`src/rtl/fetch_unit.sv`:
```
// Instruction fetch: PC register and IF/ID register with valid/ready back-pressure.
// Define FETCH_JUMP_PREDECODE_EN to redirect `j` inside fetch with no bubble.
module fetch_unit #(
  parameter logic [15:0] RESET_PC = 16'h0000
`ifdef FETCH_JUMP_PREDECODE_EN
  , parameter logic [3:0] JUMP_OPCODE = 4'b1100
`endif
) (
  input  logic        clk,
  input  logic        reset,
  output logic [15:0] PC,
  input  logic [15:0] instruction,
  input  logic        redirect,
  input  logic [15:0] redirectPC,
  output logic        outValid,
  input  logic        outReady,
  output logic [15:0] outInstr,
  output logic [15:0] outPC,
  output logic        outJumpTaken,
  output logic [15:0] fetchCount
);

  logic [15:0] pc_q, pc_d;
  logic        valid_q;
  logic [15:0] instr_q;
  logic [15:0] opc_q;
  logic        jump_q, jump_d;
  logic [15:0] cnt_q, cnt_d;
  logic        load;

  assign load = !(valid_q && !outReady);

  always_comb begin
    pc_d   = pc_q + 16'd1;
    jump_d = 1'b0;
`ifdef FETCH_JUMP_PREDECODE_EN
    if (instruction[15:12] == JUMP_OPCODE) begin
      pc_d   = {pc_q[15:12], instruction[11:0]};
      jump_d = 1'b1;
    end
`endif
  end

  assign cnt_d = (cnt_q == 16'hFFFF) ? cnt_q : cnt_q + 16'd1;

  always_ff @(posedge clk) begin
    if (reset) begin
      pc_q    <= RESET_PC;
      valid_q <= 1'b0;
      instr_q <= 16'h0000;
      opc_q   <= 16'h0000;
      jump_q  <= 1'b0;
      cnt_q   <= 16'h0000;
    end else if (redirect) begin
      // Squash the wrong-path instruction even if decode is stalled.
      pc_q    <= redirectPC;
      valid_q <= 1'b0;
    end else if (load) begin
      pc_q    <= pc_d;
      valid_q <= 1'b1;
      instr_q <= instruction;
      opc_q   <= pc_q;
      jump_q  <= jump_d;
      cnt_q   <= cnt_d;
    end
  end

  assign PC           = pc_q;
  assign outValid     = valid_q;
  assign outInstr     = instr_q;
  assign outPC        = opc_q;
  assign outJumpTaken = jump_q;
  assign fetchCount   = cnt_q;

endmodule

```
`config.mk`:
```
export PLATFORM = sky130hd
export DESIGN_NAME = fetch_unit
export DESIGN_NICKNAME = d
export VERILOG_FILES = /design/src/rtl/fetch_unit.sv
export SDC_FILE = /design/constraint.sdc
export NUM_CORES = 1
export LEC_CHECK = 0
export BUFFER_PORTS_ARGS = -buffer_cell sky130_fd_sc_hd__buf_4
export CAP_MARGIN = 20
export CORE_MARGIN = 2
export CORE_UTILIZATION = 40
export CTS_CLUSTER_DIAMETER = 60
export DETAILED_ROUTE_END_ITERATION = 16
export GPL_ROUTABILITY_DRIVEN = 0
export PLACE_DENSITY = 0.62
export SETUP_SLACK_MARGIN = 0.5
export SLEW_MARGIN = 20
export SYNTH_ARGS = -nofsm -noshare
export SYNTH_HDL_FRONTEND = slang
export SYNTH_SLANG_ARGS = --single-unit
```
`constraint.sdc`:
```
create_clock -name clk -period 4.7 [get_ports clk]
set_input_delay 0.94 -clock clk [delete_from_list [all_inputs] [get_ports clk]]
set_output_delay 0.94 -clock clk [all_outputs]
set_load 0.01 [all_outputs]
```
==> PnR_summary.wiki, run 1 <==
{| class="wikitable"
! Metric !! Value
|-
| Status || completed
|-
| Number of clock sinks || 65
|-
| Placement Cell Area || 3689 µm²
|-
| Share of the yosys chip area belonging to registers || 45.02%
|-
| Worst Hold Class || reg2reg
|-
| Master of the slowest instance on the critical path || sky130_fd_sc_hd__nand2b_1
|-
| Core Area || 6907 µm²
|-
| Combined buffer and inverter count along the critical path || 2
|-
| Most common library cell in the layout ignoring fill and taps || sky130_fd_sc_hd__buf_4
|-
| Hold Crit Depth || 2
|-
| Async set or reset register ratio after synthesis || 0%
|-
| Reported leakage power || 0.001646 µW
|-
| Highest net fanout along the worst path || 25
|-
| Setup slack on the worst flop-to-flop path || 2530 ps
|-
| Post-CTS Hold Buffers || 0
|-
| Multi-input gate area in the final layout || 1479 µm²
|-
| Number of I/O pins || 102
|-
| Post-CTS resize count || 0
|-
| Worst Setup Slack, final || 2140 ps
|-
| Total of buffers placed on input and output ports || 100
|-
| Total congestion overflow after global routing || 0
|-
| Number of endpoints failing setup at the final stage || 0
|-
| Post-Place Worst Slack || 1784 ps
|-
| Highest cell delay on the worst timing path || 450 ps
|-
| Layout cells sized above 1 || 29.31%
|-
| First-pass iteration count of the detailed router || 4
|-
| Setup repair after global routing missed its margin || false
|-
| Average wire length per cell after detail routing || 13.72 µm
|-
| Number of endpoints with negative hold slack in the final report || 0
|-
| Clock latency at the later pin of the worst-skew pair || 350 ps
|-
| Post-layout net count || 480
|-
| Cell count along the critical path || 6
|-
| Area growth from synthesis to final layout || 35.80%
|-
| H-Tree Level Count || 3
|-
| RR Endpoint || fetchCount[3]
|-
| Max_cap viols || 0
|-
| Post-synth EDFFs || 0
|-
| Ratio of total power to cell area || 334.7 nW/µm²
|-
| Number of nets in the synthesized netlist || 388
|-
| Number of violations reported at the end of detailed-routing iteration 0 || 86
|-
| Global-route track usage on met3 || 5.448%
|-
| IR Drop Worst-Case VDD || 0.1772 mV
|-
| Slew at the pin with the worst max-slew slack || 746.4 ps
|-
| Most used DFF post-synth || sky130_fd_sc_hd__dfxtp_1
|-
| Die Span Y || 89.01 µm
|-
| Cells along the critical path || buf_4, nand2b_1, nand2_1, buf_4, a211oi_1, mux2_2
|-
| Global-route wire length before repair || 11830 µm
|-
| Leading cell types in the layout, fill and taps excluded || sky130_fd_sc_hd__buf_4 (103), sky130_fd_sc_hd__nand2_1 (75), sky130_fd_sc_hd__dfxtp_1 (65)
|-
| Highest Clock Rate || 390.7 MHz
|-
| Maximum clock path buffer count || 2
|-
| Via count of the first global-routing pass || 2500
|-
| Total power draw || 1314 µW
|-
| Count of final max-slew check failures || 0
|-
| Worst-case reg-to-reg path depth || 5
|-
| CTS root buf || sky130_fd_sc_hd__clkbuf_8
|-
| Launch point of the worst path || outReady
|-
| Number of buffers added for setup after CTS || 0
|-
| Area of all sequential standard cells || 1301 µm²
|-
| Post-detailed-route DRC marker count || 0
|-
| Sw Pwr || 331.4 µW
|-
| Syn_area_per_cell || 8.258 µm²
|-
| Worst slew margin || 50.24%
|-
| Setup TNS Final || 0 ps
|-
| Setup Crit Path Kind || in2reg
|-
| Worst EP arrival || 2800 ps
|-
| Final wirelength || 7450 µm
|-
| Instance count of the mapped netlist || 350
|-
| WP data required || 4940 ps
|-
| TritonCTS clock tree || done
|-
| Die width || 89.01 µm
|-
| P_int || 982.2 µW
|-
| All-Layer GR Usage || 19.20%
|-
| Count of distinct cell types in the synthesized netlist || 41
|-
| Kind of start point of the critical path || primary input
|-
| Setup clock skew after layout || 6.197 ps
|-
| R2R Path Start || outValid
|-
| Switching Share || 25.23%
|-
| HPWL after detailed placement || 5008 µm
|-
| Initial antenna violation count || 0
|-
| Antenna-violating nets left || 0
|-
| Flip-flop and latch count after synthesis || 65
|-
| Die Footprint || 7922 µm²
|-
| Final design instance area without fill || 3925 µm²
|-
| Overall via count from detail_route || 2763
|-
| Global-route layer with the greatest usage || met2
|-
| Crit path max-delay family || simple AND/OR/NAND/NOR gates
|-
| # diodes || 0
|-
| Largest net degree at the start of global routing || 75
|-
| Met1 Resource Use GR || 24.66%
|-
| Part of the power in the clock network || 42.7%
|-
| Filler cell count || 687
|-
| Cell Rows || 30
|-
| Clock-pin slew on the worst setup and hold paths || 80 ps
|-
| TritonCTS Buffers || 9
|-
| Part of the total power dissipated in sequential elements || 45.9%
|-
| Crit path top cell by count || sky130_fd_sc_hd__buf_4
|-
| Yosys warning count || 0
|-
| Kind of end point of the critical path || register
|-
| Summed instance area of the synthesized netlist || 2890 µm²
|-
| CP endpoint || fetchCount[3]
|-
| Global Route met2 Usage || 30.39%
|-
| Clock period minus final worst setup slack || 2560 ps
|-
| Vias per cell || 5.088
|-
| Period utilization || 54.46%
|-
| Comb power frac || 11.4%
|-
| Starting density of the core || 41.85%
|}
-- cell families (layout without fill, tap and decap cells) --
group / after synthesis / count (layout) / synth area share, %
AND/OR/NAND/NOR: 165 / 165 / 28.49
AO/OA/AOI/OAI: 75 / 75 / 16.15
flip-flops: 65 / 65 / 45.02
buffers and inverters: 26 / 123 / 3.896
XOR/XNOR: 8 / 8 / 2.424
multiplexers: 8 / 8 / 3.030
adder cells (fa/ha/maj): 2 / 2 / 0.8657
other: 1 / 1 / 0.1297
-- cell usage after synthesis (2+ instances only) --
library cell,count,area [µm²]
sky130_fd_sc_hd__and2_1,2,12.51
sky130_fd_sc_hd__nor2_1,24,90.09
sky130_fd_sc_hd__and4_1,4,35.03
sky130_fd_sc_hd__or4_1,8,60.06
sky130_fd_sc_hd__nand2_1,75,281.5
sky130_fd_sc_hd__nor3_1,2,10.01
sky130_fd_sc_hd__mux2i_1,2,20.02
sky130_fd_sc_hd__a311oi_1,9,78.83
sky130_fd_sc_hd__and3_1,6,37.54
sky130_fd_sc_hd__dfxtp_1,65,1301
sky130_fd_sc_hd__clkbuf_1,16,60.06
sky130_fd_sc_hd__nor2b_1,7,43.79
sky130_fd_sc_hd__a211oi_1,9,67.56
sky130_fd_sc_hd__inv_1,4,15.01
sky130_fd_sc_hd__o31ai_1,7,52.55
sky130_fd_sc_hd__nand2b_1,3,18.77
sky130_fd_sc_hd__ha_1,2,25.02
sky130_fd_sc_hd__o21ai_0,4,20.02
sky130_fd_sc_hd__nand4_1,9,56.30
sky130_fd_sc_hd__or3_1,6,37.54
sky130_fd_sc_hd__nand3_1,12,60.06
sky130_fd_sc_hd__xor2_1,7,61.31
sky130_fd_sc_hd__mux2_2,5,56.30
sky130_fd_sc_hd__buf_2,3,15.01
sky130_fd_sc_hd__a21oi_1,43,215.2
-- sequential cells by signal, summed over array words and instances, names as in the netlist --
register    flops
PC             16
fetchCount     16
outInstr       16
outPC          16
outValid        1
-- power by group through the flow --
stage / sequential (µW) / combinational [µW] / clock (µW)
final: 603 / 150 / 560
after global placement: 615 / 150 / 0
after detailed placement: 615 / 152 / 0
after floorplan: 622 / 64.2 / 0
after CTS: 602 / 153 / 576
after global routing: 607 / 168 / 599
-- final cells by class --
cell class,instances,share of cell area (%)
tap,96,3.060
clock buffer,11,3.857
inverter,4,0.3825
timing repair buffer,103,19.70
clock inverter,5,2.168
sequential,65,33.15
multi-input combinational,259,37.68
-- worst reg2reg max path: cells and delay by family, from the launching register on --
| kind | cells | cell delay, ps |
|---|---|---|
| and+or+nand+nor | 2 | 780 |
| buffers and inverters | 1 | 330 |
| AOI/OAI and AO/OA | 1 | 250 |
| DFF | 1 | 320 |
| muxes | 1 | 370 |
-- through the flow --
step	std cells	utilization, %	hold WS, ps
final	543	56.83	454.8
after detailed placement	527	53.41	448.4
after CTS	543	56.83	458.9
after global routing	543	56.83	471.6
after floorplan	350	-	480.5
after global placement	527	53.41	442.6
-- how the worst min path moves through the flow --
stage	slack (ps)	endpoint	startpoint
floorplan	480	outInstr[0]	outInstr[0]
global placement	440	outInstr[14]	outInstr[14]
detailed placement	450	outPC[0]	outPC[0]
CTS	460	outPC[0]	outPC[0]
global route	470	outPC[1]	outPC[1]
finish	450	outInstr[4]	outInstr[4]
-- layer usage --
metal  vias to the layer above  wire length, µm  share of wire (%)
li1                       1422                -                  -
met1                      1237             3421                 46
met2                        90             3376                 45
met3                        14              517                6.9
met4                         0              135                1.8
met5                         -                0                  0
No activity file was read; power rests on OpenSTA's default activity.
==> inputs of run 2 (changes only) <==
==> constraint.sdc (replaced) <==
create_clock -name clk -period 2.5 [get_ports clk]
set_input_delay 0.5 -clock clk [delete_from_list [all_inputs] [get_ports clk]]
set_output_delay 0.5 -clock clk [all_outputs]
set_load 0.01 [all_outputs]
==> run 2 against run 1 <==
Sequential power grew 87%. Critical path depth shrank 1. Largest cell class unchanged. Die area did not move. Clock power rose by 58%. Total power up 75%. Cell area hardly changed. Final cell count rose by 0.74%.
==> PnR_summary.wiki, run 2 (same netlist as run 1, synthesis figures left out) <==
{| class="wikitable"
! Metric !! Value
|-
| Master of the slowest instance on the critical path || sky130_fd_sc_hd__a2111oi_4 (was sky130_fd_sc_hd__nand2b_1)
|-
| Setup TNS Final || 0 ps (unchanged)
|-
| Status || completed (unchanged)
|-
| Via count of the first global-routing pass || 2573 (was 2500)
|-
| Number of endpoints failing setup at the final stage || 0 (unchanged)
|-
| Setup repair after global routing missed its margin || true (was false)
|-
| Cell Rows || 30 (unchanged)
|-
| Die Footprint || 7922 µm² (unchanged)
|-
| Setup slack on the worst flop-to-flop path || 540 ps (was 2530 ps)
|-
| Setup clock skew after layout || 7.544 ps (was 6.197 ps)
|-
| WP data required || 2730 ps (was 4940 ps)
|-
| Final wirelength || 7275 µm (was 7450 µm)
|-
| TritonCTS Buffers || 9 (unchanged)
|-
| Layout cells sized above 1 || 30.16% (was 29.31%)
|-
| Die width || 89.01 µm (unchanged)
|-
| Cells along the critical path || ha_1, and3_4, and4_1, a2111oi_4, mux2_1 (was buf_4, nand2b_1, nand2_1, buf_4, a211oi_1, mux2_2)
|-
| Worst Hold End || outValid (was outInstr[4])
|-
| Initial antenna violation count || 0 (unchanged)
|-
| RR Endpoint || fetchCount[5] (was fetchCount[3])
|-
| Ratio of total power to cell area || 585.9 nW/µm² (was 334.7 nW/µm²)
|-
| Post-layout net count || 484 (was 480)
|-
| Post-CTS resize count || 0 (unchanged)
|-
| Leading cell types in the layout, fill and taps excluded || sky130_fd_sc_hd__buf_4 (107), sky130_fd_sc_hd__nand2_1 (75), sky130_fd_sc_hd__dfxtp_1 (65) (was sky130_fd_sc_hd__buf_4 (103), sky130_fd_sc_hd__nand2_1 (75), sky130_fd_sc_hd__dfxtp_1 (65))
|-
| Kind of end point of the critical path || register (unchanged)
|-
| Post-detailed-route DRC marker count || 0 (unchanged)
|-
| Post-Place Worst Slack || 508.5 ps (was 1784 ps)
|-
| TritonCTS clock tree || done (unchanged)
|-
| Placement Cell Area || 3719 µm² (was 3689 µm²)
|-
| Post-CTS Hold Buffers || 0 (unchanged)
|-
| Setup Crit Path Kind || reg2reg (was in2reg)
|-
| Filler cell count || 697 (was 687)
|-
| Die Span Y || 89.01 µm (unchanged)
|-
| R2R Path Start || fetchCount[0] (was outValid)
|-
| Worst slew margin || 54.07% (was 50.24%)
|-
| Area growth from synthesis to final layout || 35.89% (was 35.80%)
|-
| Overall via count from detail_route || 2775 (was 2763)
|-
| Period utilization || 78.55%
|-
| Clock period minus final worst setup slack || 1964 ps
|-
| Maximum clock path buffer count || 2 (unchanged)
|-
| Launch point of the worst hold path || redirect (was outInstr[4])
|-
| Largest net degree at the start of global routing || 52 (was 75)
|-
| Count of final max-slew check failures || 0 (unchanged)
|-
| Hold Crit Depth || 2 (unchanged)
|-
| Number of buffers added for setup after CTS || 0 (unchanged)
|-
| Worst Hold Class || in2reg (was reg2reg)
|-
| Worst-case reg-to-reg path depth || 5 (unchanged)
|-
| Average wire length per cell after detail routing || 13.30 µm (was 13.72 µm)
|-
| Worst Setup Slack, final || 536.3 ps (was 2140 ps)
|-
| Starting density of the core || 41.85% (unchanged)
|-
| # diodes || 0 (unchanged)
|-
| Slew at the pin with the worst max-slew slack || 688.3 ps (was 746.4 ps)
|-
| Number of clock sinks || 65 (unchanged)
|-
| HPWL after detailed placement || 5094 µm (was 5008 µm)
|-
| Worst hold slack || 393.2 ps (was 454.8 ps)
|-
| Max_cap viols || 0 (unchanged)
|-
| Antenna-violating nets left || 0 (unchanged)
|-
| First-pass iteration count of the detailed router || 4 (unchanged)
|-
| Highest cell delay on the worst timing path || 380 ps (was 450 ps)
|-
| Total of buffers placed on input and output ports || 100 (unchanged)
|-
| Worst EP arrival || 2190 ps (was 2800 ps)
|-
| Number of I/O pins || 102 (unchanged)
|-
| Combined buffer and inverter count along the critical path || 0 (was 2)
|-
| All-Layer GR Usage || 19.23% (was 19.20%)
|-
| Core Area || 6907 µm² (unchanged)
|-
| Total congestion overflow after global routing || 0 (unchanged)
|-
| Global-route wire length before repair || 12000 µm (was 11830 µm)
|-
| H-Tree Level Count || 3 (unchanged)
|-
| Clock latency at the later pin of the worst-skew pair || 340 ps (was 350 ps)
|-
| IR Drop Worst-Case VDD || 0.2631 mV (was 0.1772 mV)
|-
| Final design instance area without fill || 3928 µm² (was 3925 µm²)
|-
| Clock-pin slew on the worst setup and hold paths || 70 ps (was 80 ps)
|-
| Most common library cell in the layout ignoring fill and taps || sky130_fd_sc_hd__buf_4 (unchanged)
|-
| Number of endpoints with negative hold slack in the final report || 0 (unchanged)
|-
| Crit path max-delay family || simple AND/OR/NAND/NOR gates (unchanged)
|-
| Reported leakage power || 0.001651 µW (was 0.001646 µW)
|-
| Highest Clock Rate || 509.2 MHz
|-
| Vias per cell || 5.073 (was 5.088)
|-
| Highest net fanout along the worst path || 7 (was 25)
|-
| Kind of start point of the critical path || register (was primary input)
|-
| CTS root buf || sky130_fd_sc_hd__clkbuf_8 (unchanged)
|-
| Number of violations reported at the end of detailed-routing iteration 0 || 115 (was 86)
|}
==> run 2: power by group <==
part           total [µW]  switching, µW  internal, µW
clock network         882            422           460
registers            1130           49.1          1080
logic                 286            143           143
total                2300            614          1690
==> run 2: worst max-delay path by stage <==
stage | startpoint | end | slack, ps | cells past startpoint
final | fetchCount[0] | fetchCount[5] | 540 | 5
after global routing | fetchCount[0] | fetchCount[5] | 410 | 5
after CTS | fetchCount[0] | fetchCount[5] | 510 | 5
after detailed placement | outReady | PC[13] | 510 | 5
after global placement | outReady | PC[15] | 570 | 5
after floorplan | fetchCount[0] | fetchCount[5] | 560 | 6
==> run 2: per-layer routing <==
layer  global-route usage [%]  wire, µm  vias to the layer above
li1                         -         -                     1429
met1                    26.33      3473                     1260
met2                    28.90      3197                       77
met3                    5.078       499                        9
met4                    7.870       104                        0
met5                        0         0                        -
==> run 2: metrics by stage <==
stage / util, % / instances / total power, µW
floorplan: - / 350 / 1291
CTS: 56.67 / 547 / 2333
global placement: 53.84 / 531 / 1442
detailed placement: 53.84 / 531 / 1447
finish: 56.87 / 547 / 2301
global route: 56.87 / 547 / 2417
==> run 2: cell type report <==
type | instances | area [µm²] | area share (%)
inverters | 4 | 15.01 | 0.3823
multi-input cells | 259 | 1493 | 38.01
repair buffers | 107 | 803.3 | 20.45
flip-flops and latches | 65 | 1301 | 33.13
clock inverters | 7 | 71.32 | 1.816
clock buffers | 9 | 123.9 | 3.154
well taps | 96 | 120.1 | 3.058
==> inputs of run 3 (changes only) <==
==> constraint.sdc (replaced) <==
create_clock -name clk -period 1.9 [get_ports clk]
set_input_delay 0.38 -clock clk [delete_from_list [all_inputs] [get_ports clk]]
set_output_delay 0.38 -clock clk [all_outputs]
set_load 0.01 [all_outputs]
==> run 3 against run 2 <==
Flip-flop and latch count is the same. First-iteration DRC count grew 17%. Register-to-register slack lost 260 ps. Fmax grew 21%. Clock skew grew 1.6 ps. Worst hold slack lost 110 ps.
==> PnR_summary.wiki, run 3 (same netlist as run 1, synthesis figures left out) <==
{| class="wikitable"
! Metric !! Value
|-
| Global-route layer with the greatest usage || met2 (unchanged)
|-
| Met1 Resource Use GR || 27.81% (was 26.33%)
|-
| Count of final max-slew check failures || 0 (unchanged)
|-
| HPWL after detailed placement || 5430 µm (was 5094 µm)
|-
| WP data required || 2120 ps (was 2730 ps)
|-
| Setup repair after global routing missed its margin || true (unchanged)
|-
| Overall via count from detail_route || 3056 (was 2775)
|-
| Most common library cell in the layout ignoring fill and taps || sky130_fd_sc_hd__buf_4 (unchanged)
|-
| Total of buffers placed on input and output ports || 100 (unchanged)
|-
| Highest net fanout along the worst path || 6 (was 7)
|-
| Max_cap viols || 0 (unchanged)
|-
| Ratio of total power to cell area || 679.2 nW/µm² (was 585.9 nW/µm²)
|-
| Setup TNS Final || 0 ps (unchanged)
|-
| Starting density of the core || 41.85% (unchanged)
|-
| Initial antenna violation count || 0 (unchanged)
|-
| Final wirelength || 8561 µm (was 7275 µm)
|-
| Number of endpoints with negative hold slack in the final report || 0 (unchanged)
|-
| Worst EP arrival || 1850 ps (was 2190 ps)
|-
| Filler cell count || 623 (was 697)
|-
| Total congestion overflow after global routing || 0 (unchanged)
|-
| Post-detailed-route DRC marker count || 0 (unchanged)
|-
| Cell Rows || 30 (unchanged)
|-
| H-Tree Level Count || 3 (unchanged)
|-
| Post-Place Worst Slack || 114.8 ps (was 508.5 ps)
|-
| Number of clock sinks || 65 (unchanged)
|-
| Antenna-violating nets left || 0 (unchanged)
|-
| Reported leakage power || 0.001894 µW (was 0.001651 µW)
|-
| Status || completed (unchanged)
|-
| Kind of start point of the critical path || register (unchanged)
|-
| Global-route wire length before repair || 13310 µm (was 12000 µm)
|-
| Clock period minus final worst setup slack || 1628 ps (was 1964 ps)
|-
| # diodes || 0 (unchanged)
|-
| Maximum clock path buffer count || 2 (unchanged)
|-
| Worst Hold Class || in2reg (unchanged)
|-
| Die Span Y || 89.01 µm (unchanged)
|-
| TritonCTS clock tree || done (unchanged)
|-
| Clock-pin slew on the worst setup and hold paths || 70 ps (about the same)
|-
| Worst Setup Slack, final || 271.9 ps (was 536.3 ps)
|-
| All-Layer GR Usage || 21.58% (was 19.23%)
|-
| Clock latency at the later pin of the worst-skew pair || 340 ps (about the same)
|-
| CTS root buf || sky130_fd_sc_hd__clkbuf_8 (unchanged)
|-
| Setup Crit Path Kind || reg2reg (unchanged)
|-
| Dpl cells || 533 (was 531)
|-
| Non-filler cells, final || 587 (was 547)
|-
| First-pass iteration count of the detailed router || 4 (unchanged)
|-
| Average wire length per cell after detail routing || 14.58 µm (was 13.30 µm)
|-
| Leading cell types in the layout, fill and taps excluded || sky130_fd_sc_hd__buf_4 (142), sky130_fd_sc_hd__nand2_1 (74), sky130_fd_sc_hd__a21oi_1 (38) (was sky130_fd_sc_hd__buf_4 (107), sky130_fd_sc_hd__nand2_1 (75), sky130_fd_sc_hd__dfxtp_1 (65))
|-
| Layout cells sized above 1 || 48.07% (was 30.16%)
|-
| Global-route track usage on met3 || 4.340% (was 5.078%)
|-
| Vias per cell || 5.206 (was 5.073)
|-
| Post-layout net count || 525 (was 484)
|-
| Die Footprint || 7922 µm² (unchanged)
|-
| Final core utilization || 65.60% (was 56.87%)
|-
| Largest net degree at the start of global routing || 33 (was 52)
|-
| Global Route met2 Usage || 35.96% (was 28.90%)
|-
| Number of I/O pins || 102 (unchanged)
|-
| Core Area || 6907 µm² (unchanged)
|-
| Die width || 89.01 µm (unchanged)
|-
| TritonCTS Buffers || 9 (unchanged)
|-
| IR Drop Worst-Case VDD || 0.3086 mV (was 0.2631 mV)
|-
| Number of violations reported at the end of detailed-routing iteration 0 || 135 (was 115)
|-
| Number of endpoints failing setup at the final stage || 0 (unchanged)
|-
| Via count of the first global-routing pass || 2764 (was 2573)
|-
| Setup clock skew after layout || 9.133 ps (was 7.544 ps)
|-
| Period utilization || 85.69% (was 78.55%)
|-
| Area growth from synthesis to final layout || 56.75% (was 35.89%)
|-
| Highest Clock Rate || 614.2 MHz (was 509.2 MHz)
|-
| Kind of end point of the critical path || register (unchanged)
|}
[run 3: path summary, 6_finish.rpt]
path,startpoint,to,slack (ps),cells past startpoint
worst max-delay path,fetchCount[0],fetchCount[5],270,5
worst min-delay path,instruction[1],outInstr[1],280,3
worst max register to register,fetchCount[0],fetchCount[5],270,5
worst min register to register,outInstr[10],outInstr[10],460,2
[run 3: report_power, final]
part / internal, µW / switching, µW / total, µW
Sequential: 1420 / 50.4 / 1470
Combinational: 241 / 232 / 473
Clock: 614 / 519 / 1130
[run 3: area by class of cell]
class	instances	area (µm²)	share of cell area [%]
multi-input cells	259	1687	37.23
clock buffers	13	180.2	3.977
well taps	96	120.1	2.651
clock inverters	2	10.01	0.2209
flip-flops and latches	65	1374	30.32
repair buffers	148	1141	25.19
inverters	4	18.77	0.4142
[run 3: metal layers]
metal / vias to the layer above / wire [µm] / part of all wire (%)
met1: 1440 / 3738 / 44
met4: 0 / 127 / 1.5
li1: 1515 / - / -
met2: 88 / 4206 / 49
met5: - / 0 / 0
met3: 13 / 488 / 5.7
[run 3: what timing repair did]
action,in CTS,in global routing
pin swaps,25,14
resized for setup,36,25
setup endpoints to repair,53,54
endpoints found under the hold margin,0,0
hold buffers,0,0
setup buffers,34,5
[run 3: through the flow]
step                total power [µW]  hold slack [ps]  instance area, µm²
finish                          3077            279.1                4531
CTS                             3090            271.3                4399
detailed placement              1917            448.0                3836
floorplan                       1710            480.5                3015
global route                    3220            273.6                4531
global placement                1909            442.1                3836
[run 3: worst max-delay path, stage by stage, from the launching register on]
cell and delay (ps):
sky130_fd_sc_hd__dfxtp_4 360, sky130_fd_sc_hd__ha_4 160, sky130_fd_sc_hd__and3_4 150, sky130_fd_sc_hd__and4_4 200, sky130_fd_sc_hd__a2111oi_4 290, sky130_fd_sc_hd__mux2_1 340
